### src/rtl/biss_pkg.sv
// Shared types and constants for the BiSS-C line sniffer.
package biss_pkg;

    typedef enum logic [2:0] {
        ST_IDLE,
        ST_ACK,
        ST_START,
        ST_CDS,
        ST_DATA,
        ST_STATUS,
        ST_CRC,
        ST_TIMEOUT
    } biss_state_e;

    localparam int unsigned CRC_W    = 6;
    localparam int unsigned BITS_W   = 8;
    localparam int unsigned STATUS_W = 2;

    // x^6 + x + 1 with the x^6 term implied
    localparam logic [CRC_W-1:0] CRC6_POLY = 6'h03;

endpackage

### src/rtl/biss_crc6.sv
// Serial MSB-first CRC6 engine, one message bit per enabled cycle.
module biss_crc6
    import biss_pkg::*;
(
    input  logic             clk_i,
    input  logic             reset_ni,
    input  logic             clr_i,
    input  logic             en_i,
    input  logic             dat_i,
    output logic [CRC_W-1:0] crc_o
);

    logic fb_c;

    assign fb_c = crc_o[CRC_W-1] ^ dat_i;

    always_ff @(posedge clk_i) begin
        if (!reset_ni) begin
            crc_o <= '0;
        end else if (clr_i) begin
            crc_o <= '0;
        end else if (en_i) begin
            crc_o <= {crc_o[CRC_W-2:0], 1'b0} ^ ({CRC_W{fb_c}} & CRC6_POLY);
        end
    end

endmodule

### src/rtl/biss_sniffer_c.sv
// Passive BiSS-C decoder: follows MA/SLO, checks CRC6, publishes good positions.
module biss_sniffer_c
    import biss_pkg::*;
#(
    parameter int unsigned POSN_W      = 48,
    parameter int unsigned TIMEOUT_CYC = 2500,
    parameter int unsigned SYNC_STAGES = 2
) (
    input  logic              clk_i,
    input  logic              reset_ni,
    input  logic [7:0]        BITS,
    input  logic              SIGN_EXT,
    input  logic              ssi_sck_i,
    input  logic              ssi_dat_i,
    output logic [POSN_W-1:0] posn_o,
    output logic              posn_valid_o,
    output logic              err_o,
    output logic              warn_o,
    output logic              crc_err_o,
    output logic              frame_err_o
);

    localparam int unsigned TO_W = $clog2(TIMEOUT_CYC + 1);

    logic [SYNC_STAGES-1:0] sck_s, dat_s;
    logic                   sck_e_q, rise_q, fall_q, dat_q;
    logic [TO_W-1:0]        to_cnt_q;
    logic                   to_hit_c, abort_c, bits_ok_c, sign_c;

    biss_state_e         state_q, state_d;
    logic [BITS_W-1:0]   cnt_q, cnt_d, bits_q, bits_d;
    logic [POSN_W-1:0]   sr_q, sr_d, posn_d, hi_mask_c, posn_ext_c;
    logic [CRC_W-1:0]    rx_q, rx_d, crc_c;
    logic                sext_q, sext_d, ne_q, ne_d, nw_q, nw_d;
    logic                err_d, warn_d, valid_d, crc_err_d, frame_err_d;
    logic                crc_clr_c, crc_en_c;

    // Synchronisers and registered edge detect; idle-high reset avoids a false edge
    always_ff @(posedge clk_i) begin
        if (!reset_ni) begin
            sck_s   <= '1;
            dat_s   <= '1;
            sck_e_q <= 1'b1;
            rise_q  <= 1'b0;
            fall_q  <= 1'b0;
            dat_q   <= 1'b1;
        end else begin
            sck_s   <= SYNC_STAGES'({sck_s, ssi_sck_i});
            dat_s   <= SYNC_STAGES'({dat_s, ssi_dat_i});
            sck_e_q <= sck_s[SYNC_STAGES-1];
            rise_q  <= sck_s[SYNC_STAGES-1] & ~sck_e_q;
            fall_q  <= ~sck_s[SYNC_STAGES-1] & sck_e_q;
            dat_q   <= dat_s[SYNC_STAGES-1];
        end
    end

    // Saturating count of consecutive synchronised MA-high cycles
    always_ff @(posedge clk_i) begin
        if (!reset_ni || !sck_e_q) begin
            to_cnt_q <= '0;
        end else if (!to_hit_c) begin
            to_cnt_q <= to_cnt_q + TO_W'(1);
        end
    end

    assign to_hit_c   = (to_cnt_q == TO_W'(TIMEOUT_CYC));
    assign abort_c    = to_hit_c && (state_q inside {ST_ACK, ST_START, ST_CDS,
                                                     ST_DATA, ST_STATUS, ST_CRC});
    assign bits_ok_c  = (BITS != '0) && (BITS <= BITS_W'(POSN_W));
    assign hi_mask_c  = {POSN_W{1'b1}} << bits_q;
    assign sign_c     = sext_q & (|(sr_q & (POSN_W'(1) << (bits_q - BITS_W'(1)))));
    assign posn_ext_c = sign_c ? (sr_q | hi_mask_c) : sr_q;

    biss_crc6 u_crc (
        .clk_i    (clk_i),
        .reset_ni (reset_ni),
        .clr_i    (crc_clr_c),
        .en_i     (crc_en_c),
        .dat_i    (dat_q),
        .crc_o    (crc_c)
    );

    always_ff @(posedge clk_i) begin
        if (!reset_ni) begin
            state_q      <= ST_IDLE;
            cnt_q        <= '0;
            bits_q       <= '0;
            sext_q       <= 1'b0;
            sr_q         <= '0;
            rx_q         <= '0;
            ne_q         <= 1'b0;
            nw_q         <= 1'b0;
            posn_o       <= '0;
            err_o        <= 1'b0;
            warn_o       <= 1'b0;
            posn_valid_o <= 1'b0;
            crc_err_o    <= 1'b0;
            frame_err_o  <= 1'b0;
        end else begin
            state_q      <= state_d;
            cnt_q        <= cnt_d;
            bits_q       <= bits_d;
            sext_q       <= sext_d;
            sr_q         <= sr_d;
            rx_q         <= rx_d;
            ne_q         <= ne_d;
            nw_q         <= nw_d;
            posn_o       <= posn_d;
            err_o        <= err_d;
            warn_o       <= warn_d;
            posn_valid_o <= valid_d;
            crc_err_o    <= crc_err_d;
            frame_err_o  <= frame_err_d;
        end
    end

    // Frame sequencing; every slave bit is consumed on a detected MA rising edge
    always_comb begin
        state_d     = state_q;
        cnt_d       = cnt_q;
        bits_d      = bits_q;
        sext_d      = sext_q;
        sr_d        = sr_q;
        rx_d        = rx_q;
        ne_d        = ne_q;
        nw_d        = nw_q;
        posn_d      = posn_o;
        err_d       = err_o;
        warn_d      = warn_o;
        valid_d     = 1'b0;
        crc_err_d   = 1'b0;
        frame_err_d = 1'b0;
        crc_clr_c   = 1'b0;
        crc_en_c    = 1'b0;

        if (abort_c) begin
            state_d     = ST_IDLE;
            frame_err_d = 1'b1;
        end else begin
            unique case (state_q)
                ST_IDLE: begin
                    if (fall_q && bits_ok_c) begin
                        state_d   = ST_ACK;
                        bits_d    = BITS;
                        sext_d    = SIGN_EXT;
                        cnt_d     = BITS - BITS_W'(1);
                        sr_d      = '0;
                        rx_d      = '0;
                        crc_clr_c = 1'b1;
                    end
                end
                ST_ACK: begin
                    if (rise_q && !dat_q) state_d = ST_START;
                end
                ST_START: begin
                    if (rise_q && dat_q) state_d = ST_CDS;
                end
                ST_CDS: begin
                    if (rise_q) state_d = ST_DATA;
                end
                ST_DATA: begin
                    if (rise_q) begin
                        sr_d     = {sr_q[POSN_W-2:0], dat_q};
                        crc_en_c = 1'b1;
                        if (cnt_q == '0) begin
                            state_d = ST_STATUS;
                            cnt_d   = BITS_W'(STATUS_W - 1);
                        end else begin
                            cnt_d = cnt_q - BITS_W'(1);
                        end
                    end
                end
                ST_STATUS: begin
                    if (rise_q) begin
                        crc_en_c = 1'b1;
                        if (cnt_q == '0) begin
                            nw_d    = dat_q;
                            state_d = ST_CRC;
                            cnt_d   = BITS_W'(CRC_W - 1);
                        end else begin
                            ne_d  = dat_q;
                            cnt_d = cnt_q - BITS_W'(1);
                        end
                    end
                end
                ST_CRC: begin
                    if (rise_q) begin
                        rx_d = {rx_q[CRC_W-2:0], dat_q};
                        if (cnt_q == '0) begin
                            state_d = ST_TIMEOUT;
                            if (rx_d == ~crc_c) begin
                                posn_d  = posn_ext_c;
                                err_d   = ~ne_q;
                                warn_d  = ~nw_q;
                                valid_d = 1'b1;
                            end else begin
                                crc_err_d = 1'b1;
                            end
                        end else begin
                            cnt_d = cnt_q - BITS_W'(1);
                        end
                    end
                end
                ST_TIMEOUT: begin
                    if (to_hit_c) state_d = ST_IDLE;
                end
            endcase
        end
    end

endmodule

### config.mk
export PLATFORM = sky130hd
export DESIGN_NAME = biss_sniffer_c
export DESIGN_NICKNAME = d
export VERILOG_FILES = /design/src/rtl/biss_pkg.sv /design/src/rtl/biss_crc6.sv /design/src/rtl/biss_sniffer_c.sv
export SDC_FILE = /design/constraint.sdc
export NUM_CORES = 1
export LEC_CHECK = 0
export ABC_AREA = 0
export BUFFER_PORTS_ARGS = -buffer_cell sky130_fd_sc_hd__buf_2
export CELL_PAD_IN_SITES_DETAIL_PLACEMENT = 1
export CELL_PAD_IN_SITES_GLOBAL_PLACEMENT = 1
export CORE_MARGIN = 5
export CORE_UTILIZATION = 41
export CTS_CLUSTER_SIZE = 8
export DETAILED_ROUTE_END_ITERATION = 16
export PLACE_DENSITY = 0.73
export SETUP_SLACK_MARGIN = 0.1
export SYNTH_ARGS = -nofsm -noshare
export SYNTH_HDL_FRONTEND = slang
export SYNTH_SLANG_ARGS = --single-unit
### constraint.sdc
create_clock -name clk_i -period 3.35 [get_ports clk_i]
set_clock_uncertainty 0.2 [all_clocks]
set_input_delay 0.67 -clock clk_i [delete_from_list [all_inputs] [get_ports clk_i]]
set_output_delay 0.67 -clock clk_i [all_outputs]
set_load 0.02 [all_outputs]
Word-level counts from Yosys, hierarchy flattened
Index checks and enable logic that the tools add are counted.
{"block": "op_classes", "add_sub_neg": 4, "order_cmp": 1, "eq_ne": 21, "n_shift": 2, "n_mux": 36, "n_bitwise": 17, "n_reduce_logical": 29}
{"operator": "$mux W48", "count": 3}
{"operator": "$pmux W48 S2", "count": 1}
{"operator": "$mux W8", "count": 7}
{"operator": "$and A48 B48 Y48", "count": 1}
{"operator": "$or A48 B48 Y48", "count": 1}
{"operator": "$reduce_or A48 Y1", "count": 1}
{"operator": "$shl A1 B8 Y48 const A", "count": 1}
{"operator": "$shl A48 B8 Y48 const A", "count": 1}
{"operator": "$mux W3", "count": 11}
{"operator": "$pmux W8 S4", "count": 1}
{"operator": "$pmux W3 S8", "count": 1}
{"operator": "$sub A8 B1 Y8 const B", "count": 3}
{"operator": "$reduce_and A4 Y1", "count": 4}
{"operator": "$ne A2 B2 Y1 const B", "count": 7}
{"operator": "$add A12 B1 Y12 const B", "count": 1}
{"operator": "$eq A12 B12 Y1 const B", "count": 1}
{"operator": "$eq A3 B3 Y1 const B", "count": 4}
{"operator": "$reduce_and A11 Y1", "count": 1}
{"operator": "$mux W5", "count": 2}
{"operator": "$ne A2 B1 Y1 const B", "count": 5}
{"operator": "$pmux W5 S2", "count": 1}
{"operator": "$mux W1", "count": 9}
{"operator": "$not A1 Y1", "count": 9}
{"operator": "$le A8 B6 Y1 const B", "count": 1}
{"operator": "other kinds (21)", "count": 33}
{"block": "word_totals", "reg_bits": 154, "input_bits": 13, "out_inout_bits": 53, "word_cells": 132}

Longest topological paths before layout
{"block": "depth", "ltp_word": 7, "depth_mapped": 14, "depth_no_buf": 9}

By module
From an unflattened synthesis, not the netlist that was laid out.
{"block": "unflattened", "hier_cells": 950, "hier_area_um2": 7943.9}
{"mod": "biss_sniffer_c", "instances": 1, "cells_per_inst": 925, "area_each_um2": 7672.4, "seq_area_each_um2": 2962.8}
{"mod": "biss_crc6", "instances": 1, "cells_per_inst": 25, "area_each_um2": 271.5, "seq_area_each_um2": 120.1}

Worst setup path before layout
OpenSTA, ideal clock, no wires.
{"block": "synth_path", "path_kind": "reg-to-reg", "from": "register bits_q[1]", "to": "register posn_o[39]", "setup_ns": 0.120, "arrival_ns": 2.974, "t_required_ns": 3.030, "slack_ns": 0.056, "stages_incl_launch_ff": 15, "path_buffers": 5, "period_less_slack_ns": 3.294, "path_cell_list": "dfxtp_1 > clkbuf_1 > inv_1 > ha_1 > buf_2 > buf_2 > buf_2 > mux2i_1 > mux2i_1 > a32o_1 > a311oi_2 > nand4_4 > o211ai_4 > buf_6 > a21oi_1"}
{"block": "synth_via", "elab_chain_cells": 6, "word_cells_on_any_way": 8, "classes_between": "1 x add/sub; 2 x shift; 1 x mux; 3 x bitwise; 1 x reduce/logical"}
{"item": "start: declaration", "line_no": "biss_sniffer_c.sv:31", "source": "logic [BITS_W-1:0] cnt_q, cnt_d, bits_q, bits_d;"}
{"item": "start signal: assignment", "line_no": "biss_sniffer_c.sv:102", "source": "bits_q <= bits_d;"}
{"item": "$sub A8 B1 Y8", "line_no": "biss_sniffer_c.sv:71", "source": "assign sign_c = sext_q & (|(sr_q & (POSN_W'(1) << (bits_q - BITS_W'(1)))));"}
{"item": "$shl A1 B8 Y48", "line_no": "biss_sniffer_c.sv:71"}
{"item": "$and A48 B48 Y48", "line_no": "biss_sniffer_c.sv:71"}
{"item": "$reduce_or A48 Y1", "line_no": "biss_sniffer_c.sv:71"}
{"item": "$and A1 B1 Y1", "line_no": "biss_sniffer_c.sv:71"}
{"item": "$mux W48 (*)", "line_no": "biss_sniffer_c.sv:72", "source": "assign posn_ext_c = sign_c ? (sr_q | hi_mask_c) : sr_q;"}
{"item": "end signal: assignment", "line_no": "biss_sniffer_c.sv:108", "source": "posn_o <= posn_d;"}
{"item": "end: declaration", "line_no": "biss_sniffer_c.sv:15", "source": "output logic [POSN_W-1:0] posn_o,"}
Every way passes the cells marked *; elsewhere a longest branch is shown, timed or not.
A chain may end at the register's enable or synchronous reset.

Worst setup path after layout
{"block": "layout_path", "from": "register bits_q[0]", "to": "register posn_o[8]"}
Same word-level chain as after synthesis.

==> metrics <==
R2R Path End=posn_o[8]; status=completed; final design utilization=0.4926; vias per std cell=5.712; share of layout cells above drive strength 1=0.2032; Crit Path Category=reg -> reg; CP max FO=19; Synth async-reset ratio=0; post-synthesis mux area share=0.07452; number of H-tree levels=4; final WL=27,060 µm; Final WS setup=208.8 ps; Synth area leader=dfxtp_1; DRT antenna net count=0; CP required=3460 ps; Yosys cell types=88; num rows=51; relative slew slack=0.4127; largest net degree at the start of global routing=69; Layout area overhead=17.54%; total die area=22,960 µm²; fin. max-slew vios=0; Mean Syn Cell Area=8.194 µm²; filler cell count=2,369; worst hold stages=1; RSZ-0062 raised after global routing=true; worst slack, placed=137.8 ps; Compound-Gate Fraction of Synth Area=0.1879; CTS tree=built; HP Class=reg -> reg; Syn Nets=1,020; worst slew pin tran=875.0 ps; total power=4.121 mW; final instance area=9651 µm²; Hold Startpoint=sck_s[0]; post-synthesis adder-cell area fraction=0.007620; r2r worst-path depth=10; gpl congestion=0.9418; PD cells=427.0 nW/µm²; Initial Utilization=0.4191; sw frac=0.2273; R2R Setup Slk=210 ps; Core Area=19,590 µm²; Mapped Area=8210 µm²; Flop pwr share=0.449; TritonCTS buffer count=17; Pleak=3.687 nW; synth warn=0; final net count=1,078; clock latency on the worst-skew pair=430 ps; ranking of synthesized cells by area=dfxtp_1, nand2_1, nand3_1, a21boi_0, mux2_2; routed length per placed instance=20.22 µm; Post-DP HPWL=18,640 µm; Gate power share=0.048; Total GRT Usage=0.2434; clock transition at the registers of the reported paths=70 ps; cell count after synthesis=1,002; ANT cells=0; crit-path max cell delay=600 ps; Cell Area, Placed=8917 µm²; placed cell count=1,297; port bufs=65; die height=151.5 µm; cells along the critical path=buf_4, or4_4, o21ai_0, nand2_1, a221oi_2, o311ai_4, buf_4, nor2_4, buf_4, o21ai_0; register area share after synthesis=0.3755; flops & latches, synth=154; worst flop-to-flop path startpoint=bits_q[0]; final worst path period share=0.9377; Synth Area in Simple Gates=0.2684; I/O Pins=66; CTS Sinks=154; Post-synth EDFFs=0; fmax=318.4 MHz; Critical Path AT=3250 ps; Worst path top cell family by delay=compound AO/OA/AOI/OAI gates; DRT iter0 DRCs=579; ys flop type=dfxtp_1; clock power share=0.503; number of remaining DRC errors=0; Chip Width=151.5 µm; Worst Hold Path EP=sck_s[1]; Max-Cap Viols=0; Top cell by count, worst path=buf_4; fin crit period=3141 ps; Congestion Overflow GR=0; DR pass1 iterations=4; vias in the first global route=7,809; CP max stage cell=or4_4; CP startpoint kind=register; Pint=3.184 mW; cell at the root of the clock tree=clkbuf_16; initial antenna violation count=0; Final Setup Violations=0; Vias=7,643; Non-Filler Instances=1,338; post-synth top area share=0.3755; XOR/XNOR share of the synthesized area=0.03520; Bufs on Longest Clock Path=2; Sum Neg Setup Slack=0 ps; final hold violations=0; sw power=0.9368 mW; Buf/Inv on CP=3; WHS=210.6 ps; CP endpoint kind=register; Peak VDD IR=0.2790 mV; largest family of logic cells by synthesized area=simple AND/OR/NAND/NOR gates; first-pass GRT wire length=43,470 µm
==> how the worst max path moves through the flow <==
stage	from	slack, ps	depth (start not counted)	end
2_1_floorplan	bits_q[0]	120	14	posn_o[39]
3_3_place_gp	bits_q[0]	160	9	posn_o[40]
3_5_place_dp	bits_q[0]	140	9	posn_o[40]
4_1_cts	bits_q[0]	140	9	posn_o[40]
5_1_grt	bits_q[1]	30	12	posn_o[7]
6_report	bits_q[0]	210	10	posn_o[8]
==> cells by family after synthesis <==
logic type | Yosys count
AOI/OAI and AO/OA | 216
xor gates and xnor gates | 30
adders and majority gates | 5
buffers and inverters | 97
DFF | 154
muxes | 57
and+or+nand+nor | 443
==> cells in the mapped netlist, types with 6 or more instances <==
library cell  number
a21boi_0          50
a21oi_1           18
a22oi_1            8
a31oi_1            8
and2_1            11
and3_1            13
buf_2             15
clkbuf_1          53
dfxtp_1          154
inv_1             15
mux2_2            32
mux2i_1           24
nand2_1          161
nand2b_1          15
nand3_1           78
nand4b_1           6
nor2_1            58
nor2b_1           20
nor3_1            31
nor3b_1            7
nor4_1             7
o211ai_1          10
o21ai_0           45
o21ai_1           13
o21ai_2            7
o31ai_1            7
xnor2_1           16
xor2_1            12
==> routing by layer <==
layer | global-route usage | share of wire | vias up
met5 | 0 | 0 | -
met4 | 0.09479 | 0.030 | 0
met3 | 0.04015 | 0.047 | 49
met2 | 0.3899 | 0.46 | 193
met1 | 0.3290 | 0.46 | 3737
li1 | - | - | 3664
==> layout make-up <==
class                      count  area [µm²]  share of cell area
sequential                   154        3084              0.3196
multi-input combinational    752        4765              0.4937
tap                          265       331.6             0.03436
clock inverter                12       171.4             0.01776
timing repair buffer         118       788.3             0.08168
inverter                      17       63.81            0.006612
clock buffer                  20       446.7             0.04629
==> power groups by stage <==
| stage | sequential [mW] | combinational [mW] | clock [mW] |
|---|---|---|---|
| 2_1_floorplan | 1.89 | 0.134 | 0 |
| 3_3_place_gp | 1.89 | 0.189 | 0 |
| 3_5_place_dp | 1.89 | 0.192 | 0 |
| 4_1_cts | 1.85 | 0.194 | 2.11 |
| 5_1_grt | 1.85 | 0.216 | 2.19 |
| 6_report | 1.85 | 0.197 | 2.07 |
==> what timing repair did <==
item,4_1_cts,5_1_grt
buffers inserted,0,8
endpoints found under the setup margin,0,20
hold buffers,0,0
gates resized for setup,0,5
==> placed cells by master (no fill, tap or decap), drive strengths merged, types with 5 or more instances in the layout <==
cell,netlist,layout
a21boi,52,52
a21oi,20,20
a22oi,8,8
a31oi,8,8
and2,12,12
and3,13,13
buf,26,118
clkbuf,54,20
dfxtp,154,154
ha,5,5
inv,17,18
mux2,33,33
mux2i,24,24
nand2,161,161
nand2b,15,15
nand3,78,78
nand4,5,5
nand4b,6,6
nor2,59,59
nor2b,20,20
nor3,32,32
nor3b,8,8
nor4,8,8
o211ai,12,12
o21ai,65,65
o31ai,8,8
or3,5,5
or4,5,5
xnor2,17,17
xor2,13,14
==> state kept, by name, summed over array words and instances, names as in the netlist, 2 cells and up <==
name	cells
bits_q	8
cnt_q	8
dat_s	2
posn_o	48
rx_q	5
sck_s	2
sr_q	48
state_q	3
to_cnt_q	12
u_crc.crc_o	6
(Power assumes the default switching activity.)
